`src/rtl/in_fifo_arbiter_pkg.sv`:
```
// Shared types and helpers for the IN-side byte arbiter and IN FIFO.
package in_arb_pkg;

  typedef enum logic {
    IDLE  = 1'b0,
    GRANT = 1'b1
  } arb_state_t;

  localparam int DATA_W             = 8;
  localparam int IN_MAX_PACKET_SIZE = 8;

  function automatic int ceil_log2(input int value);
    int r;
    r = 0;
    while ((1 << r) < value) r++;
    return r;
  endfunction

  // Width of a counter that must hold 0..max_burst inclusive.
  function automatic int burst_cnt_w(input int max_burst);
    return ceil_log2(max_burst + 1);
  endfunction

endpackage

```
`src/rtl/in_fifo_arbiter_if.sv`:
```
// Requester byte streams plus the IN FIFO application port, as seen by the arbiter.
interface in_fifo_arbiter_if
  import in_arb_pkg::*;
#(
  parameter int NUM_REQ = 3
);
  logic [DATA_W*NUM_REQ-1:0] req_data_i;
  logic [NUM_REQ-1:0]        req_valid_i;
  logic [NUM_REQ-1:0]        req_last_i;
  logic [NUM_REQ-1:0]        req_ready_o;
  logic [DATA_W-1:0]         app_in_data_o;
  logic                      app_in_valid_o;
  logic                      app_in_ready_i;

  modport master (
    input  req_data_i, req_valid_i, req_last_i, app_in_ready_i,
    output req_ready_o, app_in_data_o, app_in_valid_o
  );

  modport slave (
    output req_data_i, req_valid_i, req_last_i, app_in_ready_i,
    input  req_ready_o, app_in_data_o, app_in_valid_o
  );
endinterface

```
`src/rtl/in_fifo_arbiter_rr_pick.sv`:
```
// Combinational round-robin picker: first set request at or above rr_ptr, wrapping.
module rr_pick #(
  parameter int NUM_REQ = 3,
  parameter int PTR_W   = 2
) (
  input  logic [NUM_REQ-1:0] req,
  input  logic [PTR_W-1:0]   rr_ptr,
  output logic [NUM_REQ-1:0] gnt,
  output logic               any_req
);

  logic found;
  int   slot;

  assign any_req = |req;

  always_comb begin
    gnt   = '0;
    found = 1'b0;
    slot  = 0;
    for (int i = 0; i < NUM_REQ; i++) begin
      slot = int'(rr_ptr) + i;
      if (slot >= NUM_REQ) slot = slot - NUM_REQ;
      for (int k = 0; k < NUM_REQ; k++) begin
        if (!found && req[k] && (k == slot)) begin
          gnt[k] = 1'b1;
          found  = 1'b1;
        end
      end
    end
  end

endmodule

```
`src/rtl/in_fifo_arbiter.sv`:
```
// Packet-granular round-robin arbiter sharing the byte-wide IN FIFO port among NUM_REQ sources.
// Optional idle-owner forced release is built only when IN_ARB_TIMEOUT_EN is defined.
module in_fifo_arbiter
  import in_arb_pkg::*;
#(
  parameter int NUM_REQ        = 3,
  parameter int MAX_BURST      = IN_MAX_PACKET_SIZE,
  parameter int TIMEOUT_CYCLES = 1024
) (
  input  logic               clk_i,
  input  logic               reset_n_i,
  in_fifo_arbiter_if.master  bus,
  output logic [NUM_REQ-1:0] grant_o,
  output logic               busy_o,
  output logic               timeout_o
);

  localparam int PTR_W = ceil_log2(NUM_REQ);
  localparam int CNT_W = burst_cnt_w(MAX_BURST);

  arb_state_t         state_q;
  arb_state_t         state_d;
  logic [PTR_W-1:0]   rr_ptr_q;
  logic [PTR_W-1:0]   g_idx;
  logic [CNT_W-1:0]   cnt_q;
  logic [CNT_W-1:0]   cnt_inc;
  logic [NUM_REQ-1:0] pick;
  logic               any_req;
  logic               g_valid;
  logic               g_last;
  logic               xfer;
  logic               burst_full;
  logic               force_rel;
  logic               release_hit;

  rr_pick #(
    .NUM_REQ (NUM_REQ),
    .PTR_W   (PTR_W)
  ) u_rr_pick (
    .req     (bus.req_valid_i),
    .rr_ptr  (rr_ptr_q),
    .gnt     (pick),
    .any_req (any_req)
  );

  // Decode the registered one-hot owner into its index and handshake bits.
  always_comb begin
    g_idx   = '0;
    g_valid = 1'b0;
    g_last  = 1'b0;
    for (int k = 0; k < NUM_REQ; k++) begin
      if (grant_o[k]) begin
        g_idx   = PTR_W'(k);
        g_valid = bus.req_valid_i[k];
        g_last  = bus.req_last_i[k];
      end
    end
  end

  assign xfer        = (state_q == GRANT) && g_valid && bus.app_in_ready_i;
  assign cnt_inc     = cnt_q + CNT_W'(1);
  assign burst_full  = (cnt_inc == CNT_W'(MAX_BURST));
  assign release_hit = (xfer && (g_last || burst_full)) || force_rel;

`ifdef IN_ARB_TIMEOUT_EN
  localparam int IDLE_W = ceil_log2(TIMEOUT_CYCLES + 1);

  logic [IDLE_W-1:0] idle_q;
  logic [IDLE_W-1:0] idle_inc;

  assign idle_inc  = idle_q + IDLE_W'(1);
  assign force_rel = (state_q == GRANT) && !g_valid && (idle_inc == IDLE_W'(TIMEOUT_CYCLES));

  // Owner-silence counter; timeout_o lands on the same edge as the IDLE entry.
  always_ff @(posedge clk_i or negedge reset_n_i) begin
    if (!reset_n_i) begin
      idle_q    <= '0;
      timeout_o <= 1'b0;
    end else begin
      timeout_o <= force_rel;
      if ((state_q != GRANT) || g_valid || force_rel) idle_q <= '0;
      else                                            idle_q <= idle_inc;
    end
  end
`else
  wire [31:0] unused_timeout_cycles = 32'(TIMEOUT_CYCLES);

  assign force_rel = 1'b0;
  assign timeout_o = 1'b0;
`endif

  always_ff @(posedge clk_i or negedge reset_n_i) begin
    if (!reset_n_i) state_q <= IDLE;
    else            state_q <= state_d;
  end

  always_comb begin
    state_d = state_q;
    case (state_q)
      IDLE:    if (any_req)     state_d = GRANT;
      GRANT:   if (release_hit) state_d = IDLE;
      default:                  state_d = IDLE;
    endcase
  end

  always_comb begin
    busy_o             = (state_q == GRANT);
    bus.app_in_data_o  = '0;
    bus.app_in_valid_o = 1'b0;
    bus.req_ready_o    = '0;
    if (state_q == GRANT) begin
      for (int k = 0; k < NUM_REQ; k++) begin
        if (grant_o[k]) begin
          bus.app_in_data_o  = bus.req_data_i[DATA_W*k +: DATA_W];
          bus.app_in_valid_o = bus.req_valid_i[k];
          bus.req_ready_o[k] = bus.app_in_ready_i;
        end
      end
    end
  end

  // Grant, burst count and round-robin pointer; the pointer only moves on release.
  always_ff @(posedge clk_i or negedge reset_n_i) begin
    if (!reset_n_i) begin
      grant_o  <= '0;
      rr_ptr_q <= '0;
      cnt_q    <= '0;
    end else begin
      case (state_q)
        IDLE: begin
          if (any_req) grant_o <= pick;
        end
        GRANT: begin
          if (release_hit) begin
            grant_o  <= '0;
            cnt_q    <= '0;
            rr_ptr_q <= (g_idx == PTR_W'(NUM_REQ - 1)) ? '0 : g_idx + PTR_W'(1);
          end else if (xfer) begin
            cnt_q <= cnt_inc;
          end
        end
        default: ;
      endcase
    end
  end

endmodule

```
`src/flat_wrapper.sv`:
```
// flat-port wrapper written by rule: the top's interface ports become plain ports
module in_fifo_arbiter_flat import in_arb_pkg::*;
#(
  parameter int NUM_REQ        = 3,
  parameter int MAX_BURST      = IN_MAX_PACKET_SIZE,
  parameter int TIMEOUT_CYCLES = 1024
)
  (clk_i, reset_n_i, grant_o, busy_o, timeout_o, bus_req_data_i, bus_req_valid_i, bus_req_last_i, bus_app_in_ready_i, bus_req_ready_o, bus_app_in_data_o, bus_app_in_valid_o);
  in_fifo_arbiter_if #(.NUM_REQ(NUM_REQ)) bus_i ();
  input  logic clk_i;
  input  logic reset_n_i;
  output logic [NUM_REQ-1:0] grant_o;
  output logic busy_o;
  output logic timeout_o;
  input wire logic [$bits(bus_i.req_data_i)-1:0] bus_req_data_i;
  input wire logic [$bits(bus_i.req_valid_i)-1:0] bus_req_valid_i;
  input wire logic [$bits(bus_i.req_last_i)-1:0] bus_req_last_i;
  input wire logic [$bits(bus_i.app_in_ready_i)-1:0] bus_app_in_ready_i;
  output wire logic [$bits(bus_i.req_ready_o)-1:0] bus_req_ready_o;
  output wire logic [$bits(bus_i.app_in_data_o)-1:0] bus_app_in_data_o;
  output wire logic [$bits(bus_i.app_in_valid_o)-1:0] bus_app_in_valid_o;
  assign bus_i.req_data_i = bus_req_data_i;
  assign bus_i.req_valid_i = bus_req_valid_i;
  assign bus_i.req_last_i = bus_req_last_i;
  assign bus_i.app_in_ready_i = bus_app_in_ready_i;
  assign bus_req_ready_o = bus_i.req_ready_o;
  assign bus_app_in_data_o = bus_i.app_in_data_o;
  assign bus_app_in_valid_o = bus_i.app_in_valid_o;
  in_fifo_arbiter #(.NUM_REQ(NUM_REQ), .MAX_BURST(MAX_BURST), .TIMEOUT_CYCLES(TIMEOUT_CYCLES)) u_core (.clk_i(clk_i), .reset_n_i(reset_n_i), .bus(bus_i), .grant_o(grant_o), .busy_o(busy_o), .timeout_o(timeout_o));
endmodule
```
`config.mk`:
```
export PLATFORM = sky130hd
export DESIGN_NAME = in_fifo_arbiter_flat
export DESIGN_NICKNAME = d
export VERILOG_FILES = /design/src/rtl/in_fifo_arbiter_pkg.sv /design/src/rtl/in_fifo_arbiter_if.sv /design/src/rtl/in_fifo_arbiter_rr_pick.sv /design/src/rtl/in_fifo_arbiter.sv /design/src/flat_wrapper.sv
export SDC_FILE = /design/constraint.sdc
export NUM_CORES = 1
export LEC_CHECK = 0
export BUFFER_PORTS_ARGS = -buffer_cell sky130_fd_sc_hd__clkbuf_2
export CAP_MARGIN = 20
export CORE_ASPECT_RATIO = 1.5
export CORE_MARGIN = 1
export CORE_UTILIZATION = 44
export CTS_CLUSTER_DIAMETER = 60
export DETAILED_ROUTE_END_ITERATION = 8
export PLACE_DENSITY = 0.79
export SETUP_SLACK_MARGIN = 0.02
export SLEW_MARGIN = 20
export SYNTH_ARGS = -nofsm -noshare
export SYNTH_HDL_FRONTEND = slang
export SYNTH_HIERARCHICAL = 1
export SYNTH_SLANG_ARGS = --single-unit
```
`constraint.sdc`:
```
create_clock -name clk_i -period 2 [get_ports clk_i]
set_clock_uncertainty 0.1 [all_clocks]
set_input_delay 0.1 -clock clk_i [delete_from_list [all_inputs] [get_ports clk_i]]
set_output_delay 0.1 -clock clk_i [all_outputs]
set_load 0.02 [all_outputs]
```
==> results.ini <==
[power_and_ir_drop]
p_leak_nw = 0.6965
vdd.ir_drop.worst_mv = 0.7811
p_per_area_nw_per_um2 = 1400

[finish]
post-route-util_pct = 61.23
area_growth_pct = 32.27
nets = 189
regArea_um2 = 250.2
drive_above_1_share_pct = 45.03
fillers = 178
multiInputGateArea_um2 = 630.6
diodes = 0

[routing]
drt-wirelength-per-cell_um = 13.43
vias = 1006
ant_nets = 0
via_per_inst = 5.815
drt-pass1-iter-count = 4
drc_errors = 0
wl_um = 2323
drtIter0Drc = 11

[cts]
cts_tree = done
path_clk_slew_ps = 60
cts-root-buf = clkbuf_4
clock_latency_ps = 270
cts_setup_buffers = 0
clockBufferDepth = 2
htreeDepth = 1
clock_sinks = 10
cts_buffers = 3

[synth]
syn_avg_cell_area_um2 = 9.291
syn_inst = 101
ys.flop_type = dfrtp_1
syn_nets = 137
async_flop_share_pct = 100.0
ys_ff_latch = 10
netlist_area_um2 = 938.4
yosys_warnings = 6
ys_seq_area_share_pct = 26.67
yosysTopAreaCellShare_pct = 26.67
yosysTopAreaCell = dfrtp_1
synth_cell_type_count = 39
synth_edf_count = 0
synth_area_leaders = dfrtp_1 27%, a221o_1 8.5%, o211a_1 8.5%, ha_1 4.0%, nand2_1 4.0%

[setup_path]
timing.rr.end = u_core/rr_ptr_q[0]
worstRegToRegCells = 4
reg2reg_slack_ps = 210
end_kind = primary output
crit-reg2reg-launch = u_core/grant_o[2]
crit_fanout = 8
path_cells = nor2b_2 -> a221o_1 -> o211a_1 -> clkbuf_2
critPathArrivalTime_ps = 1640
crit_start = u_core/grant_o[0]
cpMaxStageDelayCell = dfrtp_1
critical_path.max_stage_delay_ps = 490
worstSetupPathType = flip-flop to primary output
cp-start-kind = flip-flop
required_ps = 1800

[global_route]
antenna_found_initial = 0
grt_max_degree = 16
grt-ovfl-total = 0
grt_first_pass_wirelength_um = 3477
grt_pass1_vias = 923
grt_use_total_pct = 21.58

[timing]
hold_violations = 0
min_period_ps = 1842
finalCritPeriodShare_pct = 92.10
rsz0062_at_grt = no
drv_slew = 0
worst_slack_ps = 158.1
setup_viol = 0
setup_tns_ps = 0
max_freq_ghz = 0.5429

[placed_design]
place.port_buffers = 48
gp_congestion = 0.7365
dpl_worst_slack_ps = 212.8
dpl.hpwl_um = 1914

[floorplanning]
die_w_um = 39.71
fp.dieArea_um2 = 2325
rows = 20
core_area_um2 = 2027
die_h_um = 58.56
pin_count = 50
start_util_pct = 46.30

[outcome]
status = complete, no violations

[flow_run]
drv_cap = 0

[min_path]
hp-class = primary input to async pin

[final cells by class]
type                       instances  share of cell area, %
sequential                        10                  20.16
inverter                           6                  1.815
timing repair buffer              54                  23.19
multi-input combinational         78                  50.81
tap                               22                  2.218
clock buffer                       3                  1.815
[power by group]
part           internal, mW  leakage, nW  switching, mW
Clock                0.0694       0.0138         0.0662
Sequential            0.277        0.121         0.0967
Combinational         0.552        0.561          0.676
Total                 0.899        0.697          0.839
[stage by stage]
step,total power [mW],hold WS [ps],cell area (um2),instances
2_1_floorplan,1.262,-295.6,938.4,101
3_3_place_gp,1.570,-123.4,1206,169
3_5_place_dp,1.600,-116.7,1206,169
4_1_cts,1.749,133.0,1241,173
5_1_grt,1.884,136.4,1241,173
6_report,1.737,127.9,1241,173
[layer usage]
metal	vias to the layer above	wire length [um]	track usage, %
met3	6	191	0
met5	-	0	0
met1	464	847	18.14
met4	0	54	13.30
met2	52	1230	44.03
li1	484	-	-
[cells by family (layout without fill, tap and decap cells)]
family,Yosys count,after routing,share of synthesized area (%)
AO/OA/AOI/OAI,39,39,39.34
multiplexers,2,2,3.200
flip-flops,10,10,26.67
AND/OR/NAND/NOR,33,33,20.00
other,1,1,0.3996
adder cells (fa/ha/maj),3,3,4.000
buffers and inverters,13,63,6.400
[how the worst max path moves through the flow]
stage,endpoint,slack [ps]
detailed placement,u_core/rr_ptr_q[0],210
global placement,u_core/rr_ptr_q[0],250
finish,bus_app_in_data_o[2],160
floorplan,u_core/rr_ptr_q[0],120
global route,bus_app_in_data_o[2],60
CTS,bus_app_in_data_o[2],150
[layout by cell type, fill, tap and decap left out, types with 2 or more instances in the layout]
cell type / instances
clkbuf_4: 3
nand2b_1: 2
mux2_4: 2
dfrtp_1: 10
o21ai_0: 3
and3_1: 2
clkbuf_2: 48
nand2_1: 10
o211a_1: 8
nor2_1: 5
nor2b_1: 2
nand3_1: 3
o21ba_1: 2
ha_1: 3
o21ai_1: 2
a221o_1: 8
a21oi_1: 4
nand3b_1: 2
inv_1: 6
buf_4: 5
[cells in the mapped netlist, types with 2 or more instances]
library cell and number:
o211a_1 8, nor2b_1 3, dfrtp_1 10, inv_1 6, nand2_1 10, ha_1 3, nand3b_1 2, a21oi_1 4
o21ba_1 2, a221o_1 8, nand2b_1 2, o21ai_1 2, clkbuf_1 5, nand3_1 3, and3_1 2, o21ai_0 3
nor2_1 5, mux2_4 2
[registers in the layout, indices dropped and copies added, names as in the netlist]
signal,count
u_core/cnt_q,4
u_core/grant_o,3
u_core/rr_ptr_q,2
u_core/busy_o,1
[worst max-delay path, delay by kind of cell, from the launching register on]
family | cells | cell delay [ps]
flip-flops | 1 | 490
AND/OR/NAND/NOR | 1 | 370
AO/OA/AOI/OAI | 2 | 360
buffers and inverters | 1 | 160
[repair_timing]
item	CTS	global route
endpoints found under the setup margin	7	0
hold endpoints to repair	10	0
hold buffers	1	0
gates resized for setup	1	0
No activity file was read; power rests on OpenSTA's default activity.
